<file path="src/rtl/uart_rx_deser_pkg.sv">
// Shared UART definitions: receiver FSM states, frame constants and the majority vote.
package uart_rx_deser_pkg;

  typedef enum logic [2:0] {
    S_IDLE  = 3'd0,
    S_START = 3'd1,
    S_DATA  = 3'd2,
    S_STOP  = 3'd3,
    S_BREAK = 3'd4
  } rx_state_e;

  localparam logic UART_START_BIT = 1'b0;
  localparam logic UART_STOP_BIT  = 1'b1;
  localparam int   UART_DATA_BITS = 8;

  function automatic logic maj3(input logic a, input logic b, input logic c);
    return (a & b) | (a & c) | (b & c);
  endfunction

endpackage

</file>
<file path="src/rtl/uart_rx_deser_baud_tick.sv">
// Free-running oversample tick divider; restart realigns it to a detected start edge.
module uart_baud_tick #(
  parameter int DIV = 1
) (
  input  logic clk,
  input  logic reset,
  input  logic restart,
  output logic tick
);
  localparam int CW = (DIV > 1) ? $clog2(DIV) : 1;
  localparam logic [CW-1:0] LAST = CW'(DIV - 1);

  logic [CW-1:0] cnt;

  always_ff @(posedge clk or posedge reset) begin
    if (reset)                       cnt <= '0;
    else if (restart || cnt == LAST) cnt <= '0;
    else                             cnt <= cnt + 1'b1;
  end

  assign tick = !restart && (cnt == LAST);

endmodule

</file>
<file path="src/rtl/uart_rx_deser.sv">
// UART receiver: 2-FF synchronizer, oversampled 2-of-3 majority, MSB-first 8N1 deserializer.
module uart_rx_deser
  import uart_rx_deser_pkg::*;
#(
  parameter int CLK_FREQ   = 50_000_000,
  parameter int BAUD       = 9600,
  parameter int OVERSAMPLE = 16
) (
  input  logic       clk,
  input  logic       reset,
  input  logic       rx_serial,
  output logic [7:0] data_byte,
  output logic       data_valid,
  output logic       frame_err,
  output logic       busy
);
  localparam int DIV = CLK_FREQ / (BAUD * OVERSAMPLE);
  localparam int M   = OVERSAMPLE / 2;
  localparam int SW  = $clog2(OVERSAMPLE);
  localparam logic [SW-1:0] S_LAST = SW'(OVERSAMPLE - 1);
  localparam logic [SW-1:0] S_PRE  = SW'(M - 1);
  localparam logic [SW-1:0] S_MID  = SW'(M);
  localparam logic [SW-1:0] S_DEC  = SW'(M + 1);

  logic       sync1, rxs;
  logic [1:0] warm;
  logic       armed;
  rx_state_e  state;
  logic [SW-1:0] s;
  logic [2:0] idx;
  logic [7:0] shreg;
  logic       smp_a, smp_b;
  logic       tick, restart, decide, bit_v;

  // Synchronizer reset values are not real line samples, so the start detector
  // only arms once a genuine high level has passed through both flops.
  always_ff @(posedge clk or posedge reset) begin
    if (reset) begin
      sync1 <= 1'b1;
      rxs   <= 1'b1;
      warm  <= '0;
      armed <= 1'b0;
    end else begin
      sync1 <= rx_serial;
      rxs   <= sync1;
      warm  <= {warm[0], 1'b1};
      armed <= armed | (warm[1] & rxs);
    end
  end

  assign restart = (state == S_IDLE) && armed && !rxs;
  assign decide  = tick && (s == S_DEC);
  assign bit_v   = maj3(smp_a, smp_b, rxs);

  uart_baud_tick #(.DIV(DIV)) u_tick (
    .clk     (clk),
    .reset   (reset),
    .restart (restart),
    .tick    (tick)
  );

  always_ff @(posedge clk or posedge reset) begin
    if (reset) begin
      state      <= S_IDLE;
      s          <= '0;
      idx        <= '0;
      shreg      <= '0;
      smp_a      <= 1'b1;
      smp_b      <= 1'b1;
      data_byte  <= 8'h00;
      data_valid <= 1'b0;
      frame_err  <= 1'b0;
      busy       <= 1'b0;
    end else begin
      data_valid <= 1'b0;
      frame_err  <= 1'b0;
      if (tick && state != S_IDLE && state != S_BREAK)
        s <= (s == S_LAST) ? '0 : s + 1'b1;
      if (tick && s == S_PRE) smp_a <= rxs;
      if (tick && s == S_MID) smp_b <= rxs;
      case (state)
        S_IDLE: if (restart) begin
          state <= S_START;
          s     <= '0;
          busy  <= 1'b1;
        end
        S_START: if (decide) begin
          if (bit_v == UART_START_BIT) begin
            state <= S_DATA;
            idx   <= 3'(UART_DATA_BITS - 1);
          end else begin
            state <= S_IDLE;
            busy  <= 1'b0;
          end
        end
        S_DATA: if (decide) begin
          shreg <= {shreg[6:0], bit_v};
          if (idx == 3'd0) state <= S_STOP;
          else             idx   <= idx - 1'b1;
        end
        S_STOP: if (decide) begin
          if (bit_v == UART_STOP_BIT) begin
            data_byte  <= shreg;
            data_valid <= 1'b1;
            state      <= S_IDLE;
            busy       <= 1'b0;
          end else begin
            frame_err <= 1'b1;
            state     <= S_BREAK;
          end
        end
        S_BREAK: if (rxs) begin
          state <= S_IDLE;
          busy  <= 1'b0;
        end
        default: begin
          state <= S_IDLE;
          busy  <= 1'b0;
        end
      endcase
    end
  end

endmodule

</file>
<file path="config.mk">
export PLATFORM = sky130hd
export DESIGN_NAME = uart_rx_deser
export DESIGN_NICKNAME = d
export VERILOG_FILES = /design/src/rtl/uart_rx_deser_pkg.sv /design/src/rtl/uart_rx_deser_baud_tick.sv /design/src/rtl/uart_rx_deser.sv
export SDC_FILE = /design/constraint.sdc
export NUM_CORES = 1
export LEC_CHECK = 0
export CAP_MARGIN = 5
export CORE_MARGIN = 4
export CORE_UTILIZATION = 40
export DETAILED_ROUTE_END_ITERATION = 10
export SLEW_MARGIN = 20
export SYNTH_ARGS = -nofsm -noshare
export SYNTH_HDL_FRONTEND = slang
export SYNTH_SLANG_ARGS = --single-unit
</file>
<file path="constraint.sdc">
create_clock -name clk -period 3.1 [get_ports clk]
set_clock_uncertainty 0.05 [all_clocks]
set_input_delay 0.62 -clock clk [delete_from_list [all_inputs] [get_ports clk]]
set_output_delay 0.62 -clock clk [all_outputs]
set_load 0.03 [all_outputs]
</file>
# --- Word level (Yosys, flattened, before mapping) ---
# Index checks and enable logic that the tools add are counted.
totals:
  reg_bits: 45
  latch_bits: 0
  mem_bits_rw: 0
  romBits: 0
  in_bits: 3
  out_inout_bits: 11
  wordCells: 97
  n_memories: 0
classes:
  add_sub_neg: 3
  mul: 0
  n_div: 0
  order_cmp: 0
  n_eq_ne: 20
  shifts: 0
  mux: 30
  bitwise_logic: 8
  reduce_logical: 21
ops:
  columns: ["op", "n"]
  rows:
  - ["two-way mux 3 bit", 11]
  - ["two-way mux 4 bit", 4]
  - ["one-hot mux 3 bit (5 select lines)", 1]
  - ["inequality test 2 bit (second input constant)", 7]
  - ["== test 4 bit (second input constant)", 3]
  - ["two-way mux 1 bit", 10]
  - ["AND reduction 5 bit", 2]
  - ["adder 9 x 1 -> 9 bit (second input constant)", 1]
  - ["== test 9 bit (second input constant)", 1]
  - ["two-way mux 9 bit", 1]
  - ["logical AND 1 bit", 8]
  - ["== test 3 x 2 -> 1 bit (second input constant)", 2]
  - ["zero test 3 bit", 2]
  - ["inequality test 2 x 1 -> 1 bit (second input constant)", 3]
  - ["one-hot mux 3 bit (2 select lines)", 1]
  - ["AND reduction 6 bit", 1]
  - ["adder 4 x 1 -> 4 bit (second input constant)", 1]
  - ["bitwise AND 1 bit", 4]
  - ["== test 4 x 3 -> 1 bit (second input constant)", 1]
  - ["one-hot mux 1 bit (4 select lines)", 1]
  - ["== test 3 x 1 -> 1 bit (second input constant)", 1]
  - ["== test 3 bit (second input constant)", 1]
  - ["inequality test 3 bit (second input constant)", 1]
  - ["bitwise OR 1 bit", 3]
  - ["10 further kinds", 11]

# --- Logic depth before layout (Yosys ltp) ---
depth:
  word_depth: 10
  mapped_depth: 7
  mapped_depth_nobuf: 7

# --- By module ---
# Synthesis repeated with hierarchy kept, for this count alone.
hier_totals:
  cells_unflattened: 174
  hier_area_um2: 2042.0
by_module_without_submodules:
  columns: ["mod", "n_inst", "cells_per_inst", "area_each_um2"]
  rows:
  - ["uart_rx_deser", 1, 125, 1571.5]
  - ["uart_baud_tick", 1, 49, 470.5]

# --- Worst setup path before layout ---
# Ideal clock, no wire load.
synth_timing:
  path_type: "reg-to-reg"
  startpoint: "register u_tick.cnt[3]"
  endpoint: "register data_byte[0]"
  setup_time_ns: 0.125
  arrival_time_ns: 2.125
  required_ns: 2.925
  setup_slack_ns: 0.800
  stages_incl_launch_ff: 6
  path_buffers: 1
  period_less_slack_ns: 2.300
  path_cell_list: "dfrtp_1 -> or4b_4 -> or2_0 -> buf_4 -> nor4_4 -> mux2_2"
synth_via:
  elab_chain_cells: 4
synth_rtl:
  columns: ["item", "line", "rtl"]
  rows:
  - ["from (decl)", "uart_rx_deser_baud_tick.sv:13", "logic [CW-1:0] cnt;"]
  - ["from (signal assigned)", "uart_rx_deser_baud_tick.sv:18", "else cnt <= cnt + 1'b1;"]
  - ["== test 9 bit", "uart_rx_deser_baud_tick.sv:21", "assign tick = !restart && (cnt == LAST);"]
  - ["logical AND 1 bit", "uart_rx_deser_baud_tick.sv:21", null]
  - ["logical AND 1 bit", "uart_rx_deser.sv:52", "assign decide = tick && (s == S_DEC);"]
  - ["AND reduction 3 bit (no source line)", null, null]
  - ["to (signal assigned)", "uart_rx_deser.sv:103", "data_byte <= shreg;"]
  - ["to (decl)", "uart_rx_deser.sv:12", "output logic [7:0] data_byte,"]
# No other way between the ends.
# A chain may end at the register's enable or synchronous reset.

# --- Final worst setup path ---
layout_timing:
  startpoint: "register u_tick.cnt[3]"
  endpoint: "register data_byte[7]"
# Same word-level chain as after synthesis.

==> results.sh <==
export IMPL_cp_end_kind="register"
export IMPL_crit_path_start_kind="register"
export IMPL_ant_nets=0
export IMPL_via_count=1338
export IMPL_holdBufCountCts=0
export IMPL_status="finished clean"
export IMPL_grt_max_degree=46
export IMPL_drc=0
export IMPL_place_congestion=0.8288
export IMPL_htree_levels=2
export IMPL_crit_start="u_tick.cnt[3]"
export IMPL_die_area_um2=6406
export IMPL_worstPathArrival_ps=2680
export IMPL_grt_remaining_overflow=0
export IMPL_cp_required_ps=3230
export IMPL_dpl_hpwl_mm=2.582
export IMPL_fp_row_count=25
export IMPL_endpoint="data_byte[7]"
export IMPL_cts_root_buf="clkbuf_8"
export IMPL_n_antenna_cell=0
export IMPL_r2r_end="data_byte[7]"
export IMPL_die_h_um=80.04
export IMPL_rsz0062_at_grt="no"
export IMPL_final_area_um2=2386
export IMPL_irDropWorstVdd_v=0.0003629
export IMPL_drt_initial_drc_count=53
export IMPL_grt_pass1_wl_mm=6.417
export IMPL_path_clk_slew_ps=80
export IMPL_rr_worst_depth=4
export IMPL_ys_ff_latch=45
export IMPL_syn_area_per_cell_um2=11.93
export IMPL_maxCapViolCount=0
export IMPL_fin_setup_tns_ps=0
export IMPL_numCtsBuffers=5
export IMPL_syn_cell_area_um2=2076
export IMPL_layout_commonest_cell="dfrtp_1"
export IMPL_max_freq_ghz=0.3928
export IMPL_fin_util_pct=48.90
export IMPL_drive_above_1_share_pct=21.35
export IMPL_slew_headroom_pct=54.02
export IMPL_worst_slew_pin_slew_ps=688.2
export IMPL_numClockSinks=45
export IMPL_fin_crit_sh_pct=82.12
export IMPL_final_cells=259
export IMPL_slew_viol_final=0
export IMPL_worstSetupPathType="reg -> reg"
export IMPL_area_growth_syn_to_layout_pct=14.95
export IMPL_dr_pass1_iters=4
export IMPL_hold_class="reg -> reg"
export IMPL_ys_types=42
export IMPL_antenna_found_initial=0
export IMPL_finalHoldViolCount=0
export IMPL_timing_rr_start="u_tick.cnt[3]"
export IMPL_yosysSeqAreaShare_pct=54.49
export IMPL_nNetsFinal=201
export IMPL_cp_max_fo=8
export IMPL_final_cell_mix="dfrtp_1 (41), mux2_2 (20), nor2_1 (13), clkdlybuf4s50_1 (13), inv_1 (11)"
export IMPL_cellPowerDensity_nw_per_um2=533.8
export IMPL_post_cts_resized=0
export IMPL_clockBufferDepth=2
export IMPL_fillerInstances=469
export IMPL_syn_nets=184
export IMPL_start_util_pct=42.54
export IMPL_dpl_cell_area_um2=2271
export IMPL_dieWidth_um=80.04
export IMPL_numPortBuffers=13
export IMPL_clkLatencyLatePin_ps=300
export IMPL_fin_crit_ps=2546
export IMPL_core_area_um2=4880
export IMPL_p_leak_nw=1.043
export IMPL_setup_viol=0
export IMPL_dp_cells=251
export IMPL_cts_tree="yes"
export IMPL_grt_use_total_pct=12.90
export IMPL_postSynthCellCount=174
export IMPL_post_cts_setup_buffer_count=0
export IMPL_wl_per_cell_um=13.56
export IMPL_holdWs_ps=310.3
export IMPL_grt_pass1_vias=1409
export IMPL_regToRegSetupSlack_ps=550
export IMPL_yosysWarnings=0
export IMPL_ios=14
export IMPL_routed_wirelength_mm=3.513
export IMPL_vias_per_cell=5.166
cells in the mapped netlist:
cell | count | area, µm²
or4b_2 | 1 | 10.01
nor4_4 | 1 | 21.27
a21o_1 | 2 | 15.01
and3_2 | 2 | 15.01
dfstp_2 | 4 | 105.1
nand2b_1 | 1 | 6.260
mux2i_1 | 3 | 30.03
or2_0 | 1 | 6.260
nand4b_1 | 1 | 8.760
a311oi_1 | 1 | 8.760
mux2_2 | 20 | 225.2
nor3b_1 | 2 | 15.01
ha_1 | 7 | 87.58
buf_4 | 1 | 7.510
nor3_1 | 3 | 15.01
nor3_2 | 1 | 10.01
and2b_1 | 1 | 7.510
or3_1 | 2 | 12.51
o31ai_1 | 5 | 37.54
nand4_1 | 5 | 31.28
or4b_4 | 1 | 13.76
o2111ai_1 | 1 | 8.760
a211oi_1 | 1 | 7.510
a2111o_1 | 1 | 11.26
a21oi_1 | 5 | 25.02
nand3_1 | 7 | 35.03
nor4b_1 | 1 | 8.760
and4_2 | 1 | 10.01
buf_6 | 1 | 11.26
xnor2_1 | 1 | 8.760
conb_1 | 1 | 3.750
dfrtp_1 | 41 | 1026
nand2_1 | 10 | 37.54
a31oi_1 | 1 | 6.260
inv_1 | 11 | 41.29
or2_2 | 1 | 6.260
nand3b_1 | 1 | 7.510
xor2_1 | 6 | 52.55
nor2_1 | 13 | 48.80
maj3_1 | 1 | 10.01
clkbuf_1 | 2 | 7.510
nor2b_1 | 2 | 12.51
final cells by class:
class                           count  area, µm²  area share [%]
Clock buffer                        5      68.82           2.884
Clock inverter                      3      46.29           1.940
Multi-Input combinational cell    114      877.1           36.76
Tap cell                           67      83.83           3.513
Inverter                           11      41.29           1.730
Sequential cell                    45       1131           47.40
Timing Repair Buffer               14      137.6           5.768
stage by stage:
stage | total power, mW | setup WS [ps]
6_report | 1.274 | 554.1
5_1_grt | 1.349 | 392.8
2_1_floorplan | 0.8013 | 799.9
4_1_cts | 1.292 | 526.0
3_5_place_dp | 0.8454 | 542.2
3_3_place_gp | 0.8369 | 591.8
sequential cells by signal, indices dropped and copies added, names as in the netlist:
signal / flops
data_byte: 8
armed: 1
idx: 3
shreg: 8
u_tick.cnt: 9
smp_a: 1
busy: 1
data_valid: 1
smp_b: 1
frame_err: 1
rxs: 1
state: 3
sync1: 1
s: 4
warm: 2
worst max-delay path, cell delays in order (launching register included):
cell	delay (ps)
dfrtp_1	430
or4b_4	580
or2_0	380
nor4_4	600
mux2_2	390
cells by family (layout without fill, tap and decap cells):
family / Yosys count / after routing / synth area share, %
and+or+nand+nor: 58 / 58 / 16.34
buffers and inverters: 15 / 33 / 3.255
DFF: 45 / 45 / 54.49
muxes: 23 / 23 / 12.30
xor gates and xnor gates: 7 / 7 / 2.954
other: 1 / 1 / 0.1807
AOI/OAI and AO/OA: 17 / 17 / 5.787
adders and majority gates: 8 / 8 / 4.701
report_power, final:
part,total (mW),internal (mW),leakage [nW],switching [mW]
combinational,0.141,0.0692,0.408,0.0719
clock,0.440,0.241,0.0543,0.198
sequential,0.693,0.636,0.580,0.0574
how the worst min path moves through the flow:
stage          startpoint      end  depth (start not counted)
4_1_cts             sync1      rxs                          0
3_3_place_gp      warm[0]  warm[1]                          0
5_1_grt             sync1      rxs                          0
2_1_floorplan     warm[0]  warm[1]                          0
6_report            sync1      rxs                          0
3_5_place_dp      warm[0]  warm[1]                          0
routing by layer:
| layer | track usage (%) | routed length, µm |
|---|---|---|
| met1 | 16.53 | 1614 |
| met2 | 20.28 | 1727 |
| met3 | 4.628 | 152 |
| met4 | 4.054 | 19 |
| met5 | 0 | 0 |
Note: power is estimated with default switching activity, not from simulation.
